`src/rtl/riscv_str_decode.sv`:
```
// riscv_str_decode: multi-cycle string decode unit for the RI5CY EX stage.
// Inverse of the leet/upper encode unit: turns a packed 4-byte ASCII word
// back into plain text, one byte per cycle, behind the EX-stage
// enable/ready/ex_ready handshake.
// Optional feature: define STR_DEC_ROT13_EN to build the ROT13 transform;
// without it STR_OP_ROT13 is answered like any unsupported operator.
module riscv_str_decode #(
  parameter int STR_OP_WIDTH = 3
) (
  input  logic                    clk,
  input  logic                    rst_n,
  input  logic                    enable_i,
  input  logic [STR_OP_WIDTH-1:0] operator_i,
  input  logic [31:0]             operand_i,
  output logic [31:0]             result_o,
  output logic                    ready_o,
  input  logic                    ex_ready_i
);

  // Operator codes shared with riscv_defines.
  localparam logic [STR_OP_WIDTH-1:0] STR_OP_LOWER  = STR_OP_WIDTH'(2);
`ifdef STR_DEC_ROT13_EN
  localparam logic [STR_OP_WIDTH-1:0] STR_OP_ROT13  = STR_OP_WIDTH'(3);
`endif
  localparam logic [STR_OP_WIDTH-1:0] STR_OP_UNLEET = STR_OP_WIDTH'(4);

  localparam logic [31:0] BAD_OP_RESULT = 32'hDEAD_BEEF;

  typedef enum logic [1:0] {IDLE, BUSY, DONE} state_t;

  state_t                  state_q, state_d;
  logic [STR_OP_WIDTH-1:0] op_q, op_d;
  logic [31:0]             word_q, word_d;
  logic [1:0]              idx_q, idx_d;

  logic                    w_supported;
  logic [4:0]              w_bit_pos;
  logic [7:0]              w_byte_in;
  logic [7:0]              w_byte_out;

  // Per-byte decode; bytes outside each operator's range pass through.
  function automatic logic [7:0] decode_byte(input logic [STR_OP_WIDTH-1:0] op,
                                             input logic [7:0] b);
    logic [7:0] r;
    r = b;
    if (op == STR_OP_UNLEET) begin
      case (b)
        8'h33:   r = 8'h65;
        8'h35:   r = 8'h73;
        8'h31:   r = 8'h6C;
        default: r = b;
      endcase
    end else if (op == STR_OP_LOWER) begin
      if (b >= 8'h41 && b <= 8'h5A) r = b + 8'h20;
`ifdef STR_DEC_ROT13_EN
    end else if (op == STR_OP_ROT13) begin
      // Ranges keep the result inside the same letter case, so 8-bit math never wraps.
      if ((b >= 8'h41 && b <= 8'h4D) || (b >= 8'h61 && b <= 8'h6D))
        r = b + 8'd13;
      else if ((b >= 8'h4E && b <= 8'h5A) || (b >= 8'h6E && b <= 8'h7A))
        r = b - 8'd13;
`endif
    end
    return r;
  endfunction

  // Operator support check and current-byte decode.
  always_comb begin
    w_supported = (operator_i == STR_OP_UNLEET) || (operator_i == STR_OP_LOWER);
`ifdef STR_DEC_ROT13_EN
    if (operator_i == STR_OP_ROT13) w_supported = 1'b1;
`endif
    w_bit_pos  = {idx_q, 3'b000};
    w_byte_in  = word_q[w_bit_pos +: 8];
    w_byte_out = decode_byte(op_q, w_byte_in);
  end

  // Next-state and handshake outputs; idle default is ready with a zero result.
  always_comb begin
    state_d  = state_q;
    op_d     = op_q;
    word_d   = word_q;
    idx_d    = idx_q;
    ready_o  = 1'b1;
    result_o = 32'h0;
    case (state_q)
      IDLE: begin
        if (enable_i) begin
          if (w_supported) begin
            word_d  = operand_i;
            op_d    = operator_i;
            idx_d   = 2'd0;
            state_d = BUSY;
            ready_o = 1'b0;
          end else begin
            result_o = BAD_OP_RESULT;
          end
        end
      end
      BUSY: begin
        ready_o = 1'b0;
        word_d[w_bit_pos +: 8] = w_byte_out;
        idx_d = idx_q + 2'd1;
        if (idx_q == 2'd3) state_d = DONE;
      end
      DONE: begin
        result_o = word_q;
        if (ex_ready_i) state_d = IDLE;
      end
      default: state_d = IDLE;
    endcase
  end

  // State register; reset drops any in-flight operation and clears the word.
  always_ff @(posedge clk or negedge rst_n) begin
    if (!rst_n) begin
      state_q <= IDLE;
      op_q    <= '0;
      word_q  <= 32'h0;
      idx_q   <= 2'd0;
    end else begin
      state_q <= state_d;
      op_q    <= op_d;
      word_q  <= word_d;
      idx_q   <= idx_d;
    end
  end

endmodule

```
`config.mk`:
```
export PLATFORM = sky130hd
export DESIGN_NAME = riscv_str_decode
export DESIGN_NICKNAME = d
export VERILOG_FILES = /design/src/rtl/riscv_str_decode.sv
export SDC_FILE = /design/constraint.sdc
export NUM_CORES = 1
export LEC_CHECK = 0
export CORE_ASPECT_RATIO = 1.1
export CORE_MARGIN = 2
export CORE_UTILIZATION = 45
export CTS_BUF_LIST = sky130_fd_sc_hd__clkbuf_16
export CTS_CLUSTER_DIAMETER = 60
export DETAILED_ROUTE_END_ITERATION = 8
export GPL_TIMING_DRIVEN = 1
export PLACE_DENSITY_LB_ADDON = 0.1
export SLEW_MARGIN = 20
export SYNTH_ARGS = -nofsm -noshare
export SYNTH_HDL_FRONTEND = slang
export SYNTH_SLANG_ARGS = --single-unit
export TNS_END_PERCENT = 10
```
`constraint.sdc`:
```
create_clock -name clk -period 6.91 [get_ports clk]
set_input_delay 1.7275 -clock clk [delete_from_list [all_inputs] [get_ports clk]]
set_output_delay 1.7275 -clock clk [all_outputs]
set_load 0.01 [all_outputs]
```
[After elaboration in Yosys (flattened, before gate mapping)]
Cells that the tools add are included.
Word-level totals
  bits in registers: 39
  bits of input ports: 39
  output and inout bits: 33
Cells by class
  add/sub/neg operators: 3
  magnitude comparators: 2
  eq/ne operators: 14
  shifts and indexed selects: 3
  muxes and demuxes: 22
  reductions and logical operators: 7
Operator list (number)
  2-to-1 mux 32 bit: 4
  one-hot mux 32 bit (2 select lines): 2
  bitwise mux 32 bit: 1
  variable shift 8 x 7 -> 32 bit (first input constant): 1
  indexed part select 32 x 6 -> 8 bit: 1
  indexed part select 8 x 7 -> 32 bit: 1
  == test 8 x 6 -> 1 bit (second input constant): 3
  2-to-1 mux 8 bit: 3
  one-hot mux 8 bit (3 select lines): 1
  2-to-1 mux 2 bit: 6
  adder 8 x 6 -> 8 bit (second input constant): 1
  greater-or-equal comparator 8 x 7 -> 1 bit (second input constant): 1
  less-or-equal comparator 8 x 7 -> 1 bit (second input constant): 1
  != test 2 bit (second input constant): 4
  negation 5 -> 7 bit: 1
  == test 3 x 2 -> 1 bit (second input constant): 2
  == test 3 bit (second input constant): 2
  one-hot mux 2 bit (3 select lines): 1
  AND reduction 3 bit: 2
  == test 2 bit (second input constant): 2
  one-hot mux 2 bit (2 select lines): 1
  AND reduction 4 bit: 1
  adder 2 x 1 -> 2 bit (second input constant): 1
  == test 2 x 1 -> 1 bit (second input constant): 1
  other kinds (6): 7

[Logic depth before layout (Yosys ltp)]
  depth after elaboration: 9
  mapped depth: 10
  depth with buffers taken out: 7

[Worst setup path after synthesis]
OpenSTA, ideal clock, no wires.
  path type: input to output
  from: input port enable_i
  to: output port result_o[0]
  arrival: 2921 ps
  data required time: 5182 ps
  setup slack: 2262 ps
  cell stages on the path: 4
  path buffers: 1
  cells stage by stage: or3b_2 -> nor2_1 -> clkbuf_1 -> a21o_1
On the way
  cells in the longest elaborated chain, start to end: 2
Ends and longest elaborated chain
  from (decl): line 12  | input logic enable_i,
  2-to-1 mux 32 bit: line 88  | if (enable_i) begin
  one-hot mux 32 bit (2 select lines): line 86  | case (state_q)
  to (decl): line 15  | output logic [31:0] result_o,
Every way passes these cells.

[Worst setup path in the final report]
  from: input port operator_i[2]
  to: output port result_o[13]
On the way
  cells in the longest elaborated chain, start to end: 5
  elaborated cells between the ends (all ways): 6
  classes of those cells: eq/ne (2); mux (3); reduce/logical (1)
Ends and longest elaborated chain
  from (decl): line 13  | input logic [STR_OP_WIDTH-1:0] operator_i,
  == test 3 bit or == test 3 x 2 -> 1 bit (tied branches): line 69  | w_supported = (operator_i == STR_OP_UNLEET) || (operator_i == STR_OP_LOWER);
  logical OR 1 bit *: line 69
  2-to-1 mux 32 bit *: line 89  | if (w_supported) begin
  2-to-1 mux 32 bit *: line 88
  one-hot mux 32 bit (2 select lines) *: line 86
Every way passes the cells marked *; elsewhere a longest branch is shown, timed or not.

==> flow_summary_export.csv <==
group,metric,value,unit
placement,portBuffers,71,
power,p_sw,0.752,mW
final_layout,multi_input_area,0.00160,mm^2
critical_path,arrival,3.84,ns
floorplan,dieArea,0.00658,mm^2
grt,grt_first_pass_wirelength,13100,um
routing,first_pass_iters,4,
routing,totalWireLength,8380,um
clock_network,clock_path_buffers,2,
synthesis,async_flop_share,100,%
sta,final-hold-violation-count,0,
synthesis,netlist_top_cells_count,"dfrtp_1 (39), a21oi_1 (31), a21o_1 (25)",
routing,routedWlPerCell,19.3,um
synthesis,synthFlopType,"dfrtp_1",
floorplan,start_util,46.4,%
final_layout,seq_area,976,um^2
sta,tightest_slew,0.979,ns
clock_network,clock-sinks,39,
sta,fin_hold_ws,0.509,ns
clock_network,htreeDepth,2,
floorplan,coreArea,0.00577,mm^2
routing,drtIter0Drc,212,
flow_run,max_cap_viol_count,0,
final_layout,stdcell_count,435,
grt,grt.total_usage,25.9,%
grt,antenna_found_initial,0,
clock_network,cts_root_buffer,"clkbuf_16",
synthesis,synth-edff-count,0,
worst_hold_path,hold_class,"flop to flop",
power,p_sw_share,44.1,%
sta,fin_crit_sh,80.6,%
critical_path,start_kind,"input port",
final_layout,num_antenna_cells,0,
sta,slew_headroom,34.5,%
sta,finalSetupTns,0,ns
final_layout,synthToLayoutAreaGrowth,35.4,%
grt,grt_max_degree,47,
routing,vias,2574,
synthesis,yosysTopAreaCell,"dfrtp_1",
clock_network,path_clk_slew,0.05,ns
routing,avgViaCountPerCell,5.92,
sta,max_freq,180,MHz
grt,gr-total-overflow,0,
clock_network,post_cts.repair.setup_buffers,0,
floorplan,row_count,29,
sta,setup_viol,0,
critical_path,cp.required,5.18,ns
synthesis,ys_seq_area_share,36.4,%
critical_path,path_max_fanout,12,
floorplan,die_w,77.5,um
sta,finClkSkew,0.00807,ns
clock_network,ctsHoldBuffers,0,
power,clock_power_share,15.4,%
placement,place.gp.congestion,0.876,
synthesis,synth_seq_cells,39,
power,pwr-share-seq,27.0,%
critical_path,slowest_delay,0.54,ns
final_layout,nFillCells,489,
routing,detail-route-antenna-nets,0,
grt,grt_pass1_vias,2512,
status,status,"finished clean",
power,p_leak,1.62,nW
final_layout,drive_gt1_share,9.78,%
synthesis,yosys_warnings,0,
sta,slew_violations,0,
synthesis,synth_area_leaders,"dfrtp_1 (36%), a21o_1 (7.0%), a21oi_1 (5.8%)",
critical_path,r2r_slack,3.88,ns
critical_path,slowest_stage,"clkdlybuf4s50_1",
clock_network,numCtsBuffers,5,
synthesis,netlist-cell-type-count,52,
clock_network,clk_latency,0.29,ns
synthesis,netlist_instances,291,
synthesis,syn_area_per_cell,9.20,um^2
placement,hpwlAfterDp,5610,um
critical_path,cp-end-kind,"primary output",
final_layout,fin_nets,401,
clock_network,post_cts_resized,0,
synthesis,synthesis.area,0.00268,mm^2
synthesis,syn_nets,335,
power,p_total,1.71,mW
power,internal_power,0.954,mW
synthesis,yosys.area.top_type_share,36.4,%
synthesis,yosysMostFrequentCell,"dfrtp_1",
power,power_density,471,mW/mm^2
clock_network,cts_tree,"built",
routing,drc,0,
floorplan,die_y,84.9,um
sta,fin_crit,5.57,ns
sta,rsz0062_at_grt,"no",
power,ir_drop,235,uV
placement,place_inst,427,
critical_path,path_cells,"clkdlybuf4s50_1 > xnor2_1 > nor2_1 > nor2_1 > buf_4 > a21o_1 > clkdlybuf4s50_1",
floorplan,io-pin-count,72,
power,comb_power_share,57.6,%
critical_path,crit_type,"input port to primary output",
==> final timing paths <==
| check | from | depth (start not counted) | end |
|---|---|---|---|
| worst min-delay path | word_q[4]$_DFFE_PN0P_ | 1 | word_q[4]$_DFFE_PN0P_ |
| min in group asynchronous | rst_n | 1 | word_q[9]$_DFFE_PN0P_ |
| worst max-delay path | operator_i[2] | 7 | result_o[13] |
| worst max register to register | idx_q[0]$_DFFE_PN0P_ | 6 | word_q[24]$_DFFE_PN0P_ |
| max in group asynchronous | rst_n | 1 | word_q[28]$_DFFE_PN0P_ |
| worst min register to register | word_q[4]$_DFFE_PN0P_ | 1 | word_q[4]$_DFFE_PN0P_ |
==> worst max-delay path: cells and delay by family <==
family / cells / cell delay (ns)
AOI/OAI and AO/OA: 1 / 0.12
and+or+nand+nor: 2 / 0.27
buffers and inverters: 3 / 1.23
xor gates and xnor gates: 1 / 0.48
==> stage by stage <==
stage / utilization (%) / worst slack [ns] / area (um^2)
after floorplan: - / 2.26 / 2680
after global placement: 60.0 / 1.39 / 3460
after detailed placement: 60.0 / 1.36 / 3460
after CTS: 62.8 / 1.34 / 3620
after global routing: 62.8 / 1.18 / 3620
final: 62.8 / 1.34 / 3620
==> state kept, by name (all words and copies together), names as in the netlist <==
name,count
state_q,2
op_q,3
word_q,32
idx_q,2
==> placed cells by master, fill, tap and decap left out, types with 2 or more instances in the layout <==
| cell type | Yosys | final |
|---|---|---|
| a21o_1 | 25 | 25 |
| a21oi_1 | 31 | 31 |
| a22o_1 | 2 | 2 |
| a31oi_1 | 13 | 13 |
| and2_1 | 10 | 10 |
| and3_1 | 9 | 9 |
| buf_4 | 0 | 7 |
| clkbuf_16 | 0 | 5 |
| clkdlybuf4s50_1 | 0 | 70 |
| dfrtp_1 | 39 | 39 |
| ha_1 | 5 | 5 |
| inv_1 | 7 | 7 |
| mux2_2 | 2 | 2 |
| mux2i_1 | 3 | 3 |
| mux2i_2 | 2 | 2 |
| mux4_1 | 3 | 3 |
| mux4_2 | 5 | 5 |
| nand2_1 | 21 | 21 |
| nand2b_1 | 2 | 2 |
| nand3_1 | 9 | 9 |
| nand3b_1 | 4 | 4 |
| nor2_1 | 18 | 18 |
| nor2b_1 | 3 | 2 |
| nor3_1 | 4 | 4 |
| o211ai_1 | 4 | 4 |
| o21a_1 | 2 | 2 |
| o21ai_0 | 12 | 12 |
| o21ai_1 | 10 | 10 |
| o21bai_1 | 2 | 2 |
| or3b_2 | 3 | 3 |
==> metal layers <==
metal / up-vias / global-route usage, % / share of wire (%)
li1: 1215 / - / -
met1: 1259 / 34.5 / 45
met2: 90 / 42.1 / 48
met3: 10 / 5.21 / 5.8
met4: 0 / 9.25 / 1.5
met5: - / 0 / 0
==> power groups by stage <==
stage          clock, mW  combinational (mW)  sequential (mW)
2_1_floorplan          0               0.701            0.396
3_3_place_gp           0               0.956            0.455
3_5_place_dp           0               0.974            0.458
4_1_cts            0.266               0.981            0.458
5_1_grt            0.273                1.07            0.477
6_report           0.262               0.983            0.461
==> cell type report <==
class | count | area share, %
clock buffer | 5 | 3.45
tap | 77 | 2.66
clock inverter | 3 | 1.07
inverter | 7 | 0.725
sequential | 39 | 26.9
timing repair buffer | 78 | 20.9
multi-input combinational | 226 | 44.3
==> cells by family (layout without fill, tap and decap cells) <==
family / after synthesis / in the layout / share of synthesized area [%]
AOI/OAI and AO/OA: 110 / 110 / 26.4
muxes: 15 / 15 / 10.1
xor gates and xnor gates: 1 / 1 / 0.327
adders and majority gates: 5 / 5 / 2.34
and+or+nand+nor: 95 / 95 / 20.3
DFF: 39 / 39 / 36.4
buffers and inverters: 26 / 93 / 4.02
No activity file was read; power rests on OpenSTA's default activity.
